`config.mk`:
```
export PLATFORM = sky130hd
export DESIGN_NAME = multi_clock_divider_flat
export DESIGN_NICKNAME = d
export VERILOG_FILES = /design/src/rtl/multi_clock_divider_if.sv /design/src/rtl/multi_clock_divider.sv /design/src/flat_wrapper.sv
export SDC_FILE = /design/constraint.sdc
export NUM_CORES = 1
export LEC_CHECK = 0
export BUFFER_PORTS_ARGS = -buffer_cell sky130_fd_sc_hd__buf_4
export CAP_MARGIN = 40
export CORE_UTILIZATION = 60
export DETAILED_ROUTE_END_ITERATION = 8
export PLACE_DENSITY = 0.77
export REMOVE_ABC_BUFFERS = 1
export SLEW_MARGIN = 30
export SYNTH_ARGS = -nofsm -noshare
export SYNTH_HDL_FRONTEND = slang
export SYNTH_SLANG_ARGS = --single-unit
```
`constraint.sdc`:
```
create_clock -name in -period 5.6 [get_ports in]
set_input_delay 0.56 -clock in [delete_from_list [all_inputs] [get_ports in]]
set_output_delay 0.56 -clock in [all_outputs]
set_load 0.02 [all_outputs]
```
`src/rtl/multi_clock_divider_if.sv`:
```
// Half-period programming bus for multi_clock_divider: a write strobe, a channel
// index and the new half-period value, all sampled on the divider clock.
interface multi_clock_divider_if #(
    parameter int WIDTH = 32,
    parameter int SEL_W = 2
);
    logic             wr_en;
    logic [SEL_W-1:0] wr_sel;
    logic [WIDTH-1:0] wr_data;

    modport master (
        output wr_en,
        output wr_sel,
        output wr_data
    );

    modport slave (
        input wr_en,
        input wr_sel,
        input wr_data
    );
endinterface

```
`src/rtl/multi_clock_divider.sv`:
```
// Multi-channel programmable clock divider: per-channel 50% square wave plus a one-cycle
// rising-edge tick, with runtime half-period writes, per-channel enable and shared phase-align.
module multi_clock_divider #(
    parameter int CHANNELS     = 4,
    parameter int WIDTH        = 32,
    parameter int SEL_W        = 2,
    parameter int DEFAULT_HALF = 50
) (
    input  logic                 in,
    input  logic                 rst,
    input  logic [CHANNELS-1:0]  en,
    input  logic                 sync,
    multi_clock_divider_if.slave bus,
    output logic [CHANNELS-1:0]  out,
    output logic [CHANNELS-1:0]  tick
);

    for (genvar g = 0; g < CHANNELS; g++) begin : g_ch
        logic [WIDTH-1:0] half_q;
        logic [WIDTH-1:0] cnt_q;
        logic [WIDTH-1:0] term_cnt;
        logic             out_q;
        logic             tick_q;
        logic             wr_hit;
        logic             at_term;

        // Indices at or above CHANNELS never match any channel, so such writes drop out here.
        assign wr_hit   = bus.wr_en && (bus.wr_sel == SEL_W'(g));
        assign term_cnt = (half_q == '0) ? '0 : (half_q - WIDTH'(1));
        assign at_term  = (cnt_q == term_cnt);

        always_ff @(posedge in) begin
            if (rst) begin
                half_q <= WIDTH'(DEFAULT_HALF);
                cnt_q  <= '0;
                out_q  <= 1'b0;
                tick_q <= 1'b0;
            end else begin
                if (wr_hit) begin
                    half_q <= bus.wr_data;
                end
                // A write restarts the phase, so the old half-period never meets the new count.
                if (sync || wr_hit) begin
                    cnt_q  <= '0;
                    out_q  <= 1'b0;
                    tick_q <= 1'b0;
                end else if (en[g]) begin
                    if (at_term) begin
                        cnt_q  <= '0;
                        out_q  <= ~out_q;
                        tick_q <= ~out_q;
                    end else begin
                        cnt_q  <= cnt_q + WIDTH'(1);
                        tick_q <= 1'b0;
                    end
                end else begin
                    tick_q <= 1'b0;
                end
            end
        end

        assign out[g]  = out_q;
        assign tick[g] = tick_q;
    end

endmodule
```
`src/flat_wrapper.sv`:
```
// flat-port wrapper written by rule: the top's interface ports become plain ports
module multi_clock_divider_flat 
#(
    parameter int CHANNELS     = 4,
    parameter int WIDTH        = 32,
    parameter int SEL_W        = 2,
    parameter int DEFAULT_HALF = 50
)
  (in, rst, en, sync, out, tick, bus_wr_en, bus_wr_sel, bus_wr_data);
  multi_clock_divider_if #(.WIDTH(WIDTH), .SEL_W(SEL_W)) bus_i ();
  input  logic in;
  input  logic rst;
  input  logic [CHANNELS-1:0] en;
  input  logic sync;
  output logic [CHANNELS-1:0] out;
  output logic [CHANNELS-1:0] tick;
  input wire logic [$bits(bus_i.wr_en)-1:0] bus_wr_en;
  input wire logic [$bits(bus_i.wr_sel)-1:0] bus_wr_sel;
  input wire logic [$bits(bus_i.wr_data)-1:0] bus_wr_data;
  assign bus_i.wr_en = bus_wr_en;
  assign bus_i.wr_sel = bus_wr_sel;
  assign bus_i.wr_data = bus_wr_data;
  multi_clock_divider #(.CHANNELS(CHANNELS), .WIDTH(WIDTH), .SEL_W(SEL_W), .DEFAULT_HALF(DEFAULT_HALF)) u_core (.in(in), .rst(rst), .en(en), .sync(sync), .bus(bus_i), .out(out), .tick(tick));
endmodule
```
# After elaboration in Yosys (flattened, before gate mapping)
# Cells that the tools add are included.
word_totals:
  out_inout_bits: 8
  word_cells: 76
  inputBits: 42
  ff_bits: 264
classes:
  n_bitwise: 12
  muxes: 8
  n_eq_ne: 7
  reduce_logical: 25
  addsub: 8
op_table:
  columns: ["op", "count"]
  rows:
  - ["$mux 32", 8]
  - ["$add 32x1->32 const B", 4]
  - ["$eq 32x32->1", 4]
  - ["$logic_not 32->1", 4]
  - ["$sub 32x1->32 const B", 4]
  - ["$reduce_or 4->1", 4]
  - ["$not 1->1", 12]
  - ["$reduce_and 2->1", 4]
  - ["$reduce_or 2->1", 4]
  - ["$eq 2x2->1 const B", 2]
  - ["$logic_and 1x1->1", 4]
  - ["$logic_or 1x1->1", 4]
  - ["$eq 2x1->1 const B", 1]
  - ["$logic_not 2->1", 1]

# Depth between registers and ports, before layout
depth:
  depth_word: 5
  mapped_depth: 14
  mapped_depth_nobuf: 11

# Worst setup path after synthesis
# Ideal clock, no wire load.
synth_timing:
  path_kind: "flip-flop to flip-flop"
  start: "register u_core.g_ch[1].half_q[6]"
  end: "register u_core.g_ch[1].cnt_q[10]"
  stages_incl_launch_ff: 13
  setup_slack_ps: 1617
  required_time_ps: 5475
  setup_ps: 125
  path_buffers: 3
  arrival_ps: 3859
  path_cell_list: "dfxtp_1 buf_6 or4_4 or4_4 buf_6 nor3_4 nor3_2 or4_1 or4_1 or3_4 nor4_4 buf_6 nor3_2"
synth_via:
  elab_chain_len: 4
  elab_cells_between_ends: 5
  cone_classes: "1 x add/sub; 1 x eq/ne; 2 x mux; 1 x reduce/logical"
synth_lines:
  columns: ["item", "line_no", "rtl"]
  rows:
  - ["start: declaration", "multi_clock_divider.sv:19", "logic [WIDTH-1:0] half_q;"]
  - ["start signal: assignment", "multi_clock_divider.sv:34", "half_q <= WIDTH'(DEFAULT_HALF);"]
  - ["start signal: assignment", "multi_clock_divider.sv:40", "half_q <= bus.wr_data;"]
  - ["$sub 32x1->32 or $logic_not 32->1 (tied branches)", "multi_clock_divider.sv:29", "assign term_cnt = (half_q == '0) ? '0 : (half_q - WIDTH'(1));"]
  - ["$mux 32 (*)", "multi_clock_divider.sv:29", null]
  - ["$eq 32x32->1 (*)", "multi_clock_divider.sv:30", "assign at_term = (cnt_q == term_cnt);"]
  - ["$mux 32 (*)", "multi_clock_divider.sv:48", "if (at_term) begin"]
  - ["end signal: assignment", "multi_clock_divider.sv:53", "cnt_q <= cnt_q + WIDTH'(1);"]
  - ["end: declaration", "multi_clock_divider.sv:20", "logic [WIDTH-1:0] cnt_q;"]
# Every way passes the cells marked *; elsewhere a longest branch is shown, timed or not.
# A chain may end at the register's enable or synchronous reset.

# Worst setup path after layout
layout_timing:
  start: "register u_core.g_ch[1].half_q[24]"
  end: "register u_core.g_ch[1].cnt_q[25]"
# Same word-level chain as after synthesis.

==> metrics.yaml <==
run_status: "finished clean"
num_rows: 62
crit_path_start_kind: "flop"
maximum_net_fanout_on_the_critical_path: 24
cts-root-to-sink-buffers: 3
combPwrFrac_pct: 11.8
cp_slowest_cell: "sky130_fd_sc_hd__or4_1"
placement.cell_area_sq_mm: 0.0178
io_buf_count: 49
boundaryPins: 50
insertion_delay_ns: 0.56
postRouteAntennaNets: 0
timing.critical_path.to_type: "flop"
timing.final.setup_violations: 0
globalRouteTotalUtil_pct: 34.1
clock_tree_from_tritoncts: "yes"
tritoncts.num_buffers: 28
summed_area_of_non_filler_cells_in_the_final_layout_sq_mm: 0.0188
fin_worst_skew_ns: 0.00882
die_w_microns: 173
grt_setup_unrepaired: "false"
dieArea_sq_mm: 0.0298
synth_simple_gate_area_share_pct: 35.4
final_core_util_pct: 65.6
post-dp-hpwl_mm: 38.9
initial_antenna_violation_count: 1
htree_num_levels: 1
viasPerCell: 6.43
start_util_pct: 60.9
design.final.nets: 2301
synth_area_leader_cell: "sky130_fd_sc_hd__dfxtp_1"
timing_max_transition_violations_final: 0
ir_drop_mv: 0.258
final-hold-violation-count: 0
synth.mux.area_fraction_pct: 1.18
cts_root_buffer: "sky130_fd_sc_hd__clkbuf_16"
drcViolationCount: 0
final_period_minus_worst_setup_slack_ns: 4.50
cts_repair_resize_count: 0
cp_slowest_stage_delay_ns: 0.74
detailroute.via_count: 17094
timing.slew.headroom_pct: 42.0
core_region_area_sq_mm: 0.0287
internal_power_mw: 3.26
layout.cells.non_filler: 2658
hold-worst-slack_ns: 0.274
die_height_microns: 173
path_clk_slew_ns: 0.06
seq_power_share_pct: 44.5
grt_overflow_total: 0
finalCritPeriodShare_pct: 80.4
synth_compound_area_share_pct: 15.1
cellPowerDensity_mw_per_mm2: 236
detail_route.wirelength_mm: 51.7
crit_path_cell_trace: "or4_1 > nor3_2 > nand3_2 > a2111oi_0 > a21oi_2 > or4_1 > or3_4 > nor4_4 > buf_4 > nor3_2"
power.net_switching_mw: 1.18
postCtsHoldBufs: 0
layout.cells.most_common_list: "sky130_fd_sc_hd__nand2_1, sky130_fd_sc_hd__dfxtp_1, sky130_fd_sc_hd__nor3_1"
cts_setup_buffers: 0
synth-seq-cells: 264
netlist_area_before_placement_sq_mm: 0.0175
worst-setup-path-type: "flop to flop"
power.leakage_nw: 6.37
ys_seq_area_share_pct: 30.3
synth_largest_type_area_fraction_pct: 30.3
drtIter0Drc: 1501
syn_to_final_growth_pct: 7.73
req_time_crit_path_ns: 6.02
synthXorXnorAreaFrac_pct: 12.3
swShare_pct: 26.5
grt_pass1_wl_mm: 83.9
async_reset_ff_share_pct: 0
grt_pass1_vias: 15757
post_synth_main_area_contributors: "sky130_fd_sc_hd__dfxtp_1, sky130_fd_sc_hd__nand2_1, sky130_fd_sc_hd__xnor2_1"
timing.critical_path.arrival_ns: 4.92
detailedRoute.firstPassIterationCount: 6
max_slew.worst_pin.slew_ns: 0.862
synth_edf_count: 0
synth_fa_ha_area_share_pct: 0.573
wl_per_cell_microns: 19.5
max-cap-violations: 0
max_clock_freq_ghz: 0.222
syn_inst: 2309
hold_path_class: "primary input to flop"
ys.flop_type: "sky130_fd_sc_hd__dfxtp_1"
post_synth.cell_area_avg_sq_um: 7.56
yosys_warnings: 0
yosysUniqueCellTypes: 94
final_common_cell: "sky130_fd_sc_hd__nand2_1"
drive_above_1_share_pct: 9.82
post-place-cells: 2601
synth_top_family_by_area: "simple AND/OR/NAND/NOR gates"
globalplace.congestion: 0.991
clock_sink_count: 264
clock_power_share_pct: 43.8
pin_count_of_the_biggest_net_entering_global_routing: 53
-- logic make-up after synthesis --
kind of cell / after synthesis
AND/OR/NAND/NOR: 1162
AO/OA/AOI/OAI: 401
flip-flops: 264
XOR/XNOR: 242
buffers and inverters: 212
multiplexers: 20
adder cells (fa/ha/maj): 8
-- cell usage after synthesis (all sizes together) (8+ instances only) --
cell	count
o22ai	8
xnor2	131
a2111oi	8
mux2i	15
dfxtp	264
o311ai	8
clkbuf	128
nand3b	17
xor2	109
o31a	8
and2	12
nor2	108
o211ai	16
o2111ai	9
buf	37
and3	36
nor3b	16
o41ai	9
or2	23
or3	44
or4	45
a211oi	19
a21oi	158
a31oi	8
nor3	209
o31ai	24
nor2b	17
ha	8
inv	47
nand2b	11
nor4	65
nand3	80
nand2	376
a211o	10
nand4	68
o21ai	46
-- final timing paths --
path,startpoint,cells after the start,to,slack (ns)
worst min-delay path,bus_wr_data[4],3,u_core.g_ch[3].half_q[4],0.27
worst max-delay path,u_core.g_ch[1].half_q[24],10,u_core.g_ch[1].cnt_q[25],1.10
worst min register to register,u_core.g_ch[3].half_q[19],2,u_core.g_ch[3].half_q[19],0.49
worst max register to register,u_core.g_ch[1].half_q[24],10,u_core.g_ch[1].cnt_q[25],1.10
-- sequential cells by signal (all words and copies together) (netlist names) --
name	count
u_core.g_ch.out_q	4
u_core.g_ch.half_q	128
u_core.g_ch.tick_q	4
u_core.g_ch.cnt_q	128
-- through the flow --
stage | TNS [ns] | setup WS (ns) | power, mW
after global routing | 0 | 0.816 | 4.58
after global placement | 0 | 1.25 | 2.51
final | 0 | 1.10 | 4.43
after floorplan | -11.81 | -0.369 | 2.33
after detailed placement | 0 | 1.11 | 2.52
after CTS | 0 | 1.11 | 4.44
-- layer usage --
metal  global-route usage (%)  wire (microns)  vias up
met2                     54.5           23300      654
met3                     5.08            4090      124
met5                        0               0        -
li1                         -               -     8218
met1                     46.7           22500     8098
met4                     11.9            1820        0
-- critical path: cells and delay by family (launching register included) --
kind | cells | cell delay, ns
AOI/OAI and AO/OA | 2 | 0.63
buffers and inverters | 1 | 0.40
DFF | 1 | 0.38
and+or+nand+nor | 7 | 2.95
-- area by class of cell --
cell class              count  area, sq um
fillers                  2520         9890
flip-flops and latches    264         5290
well taps                 384          480
inverters                  47          176
clock inverters            12          143
clock buffers              39          823
repair buffers             77          581
multi-input cells        1833        11300
diodes                      2         5.00
-- power groups by stage --
stage,clock (mW),combinational (mW),sequential [mW]
after floorplan,0,0.333,1.99
after global placement,0,0.497,2.01
after detailed placement,0,0.506,2.01
after CTS,1.96,0.509,1.97
after global routing,2.04,0.564,1.98
final,1.94,0.521,1.97
(Power assumes the default switching activity.)
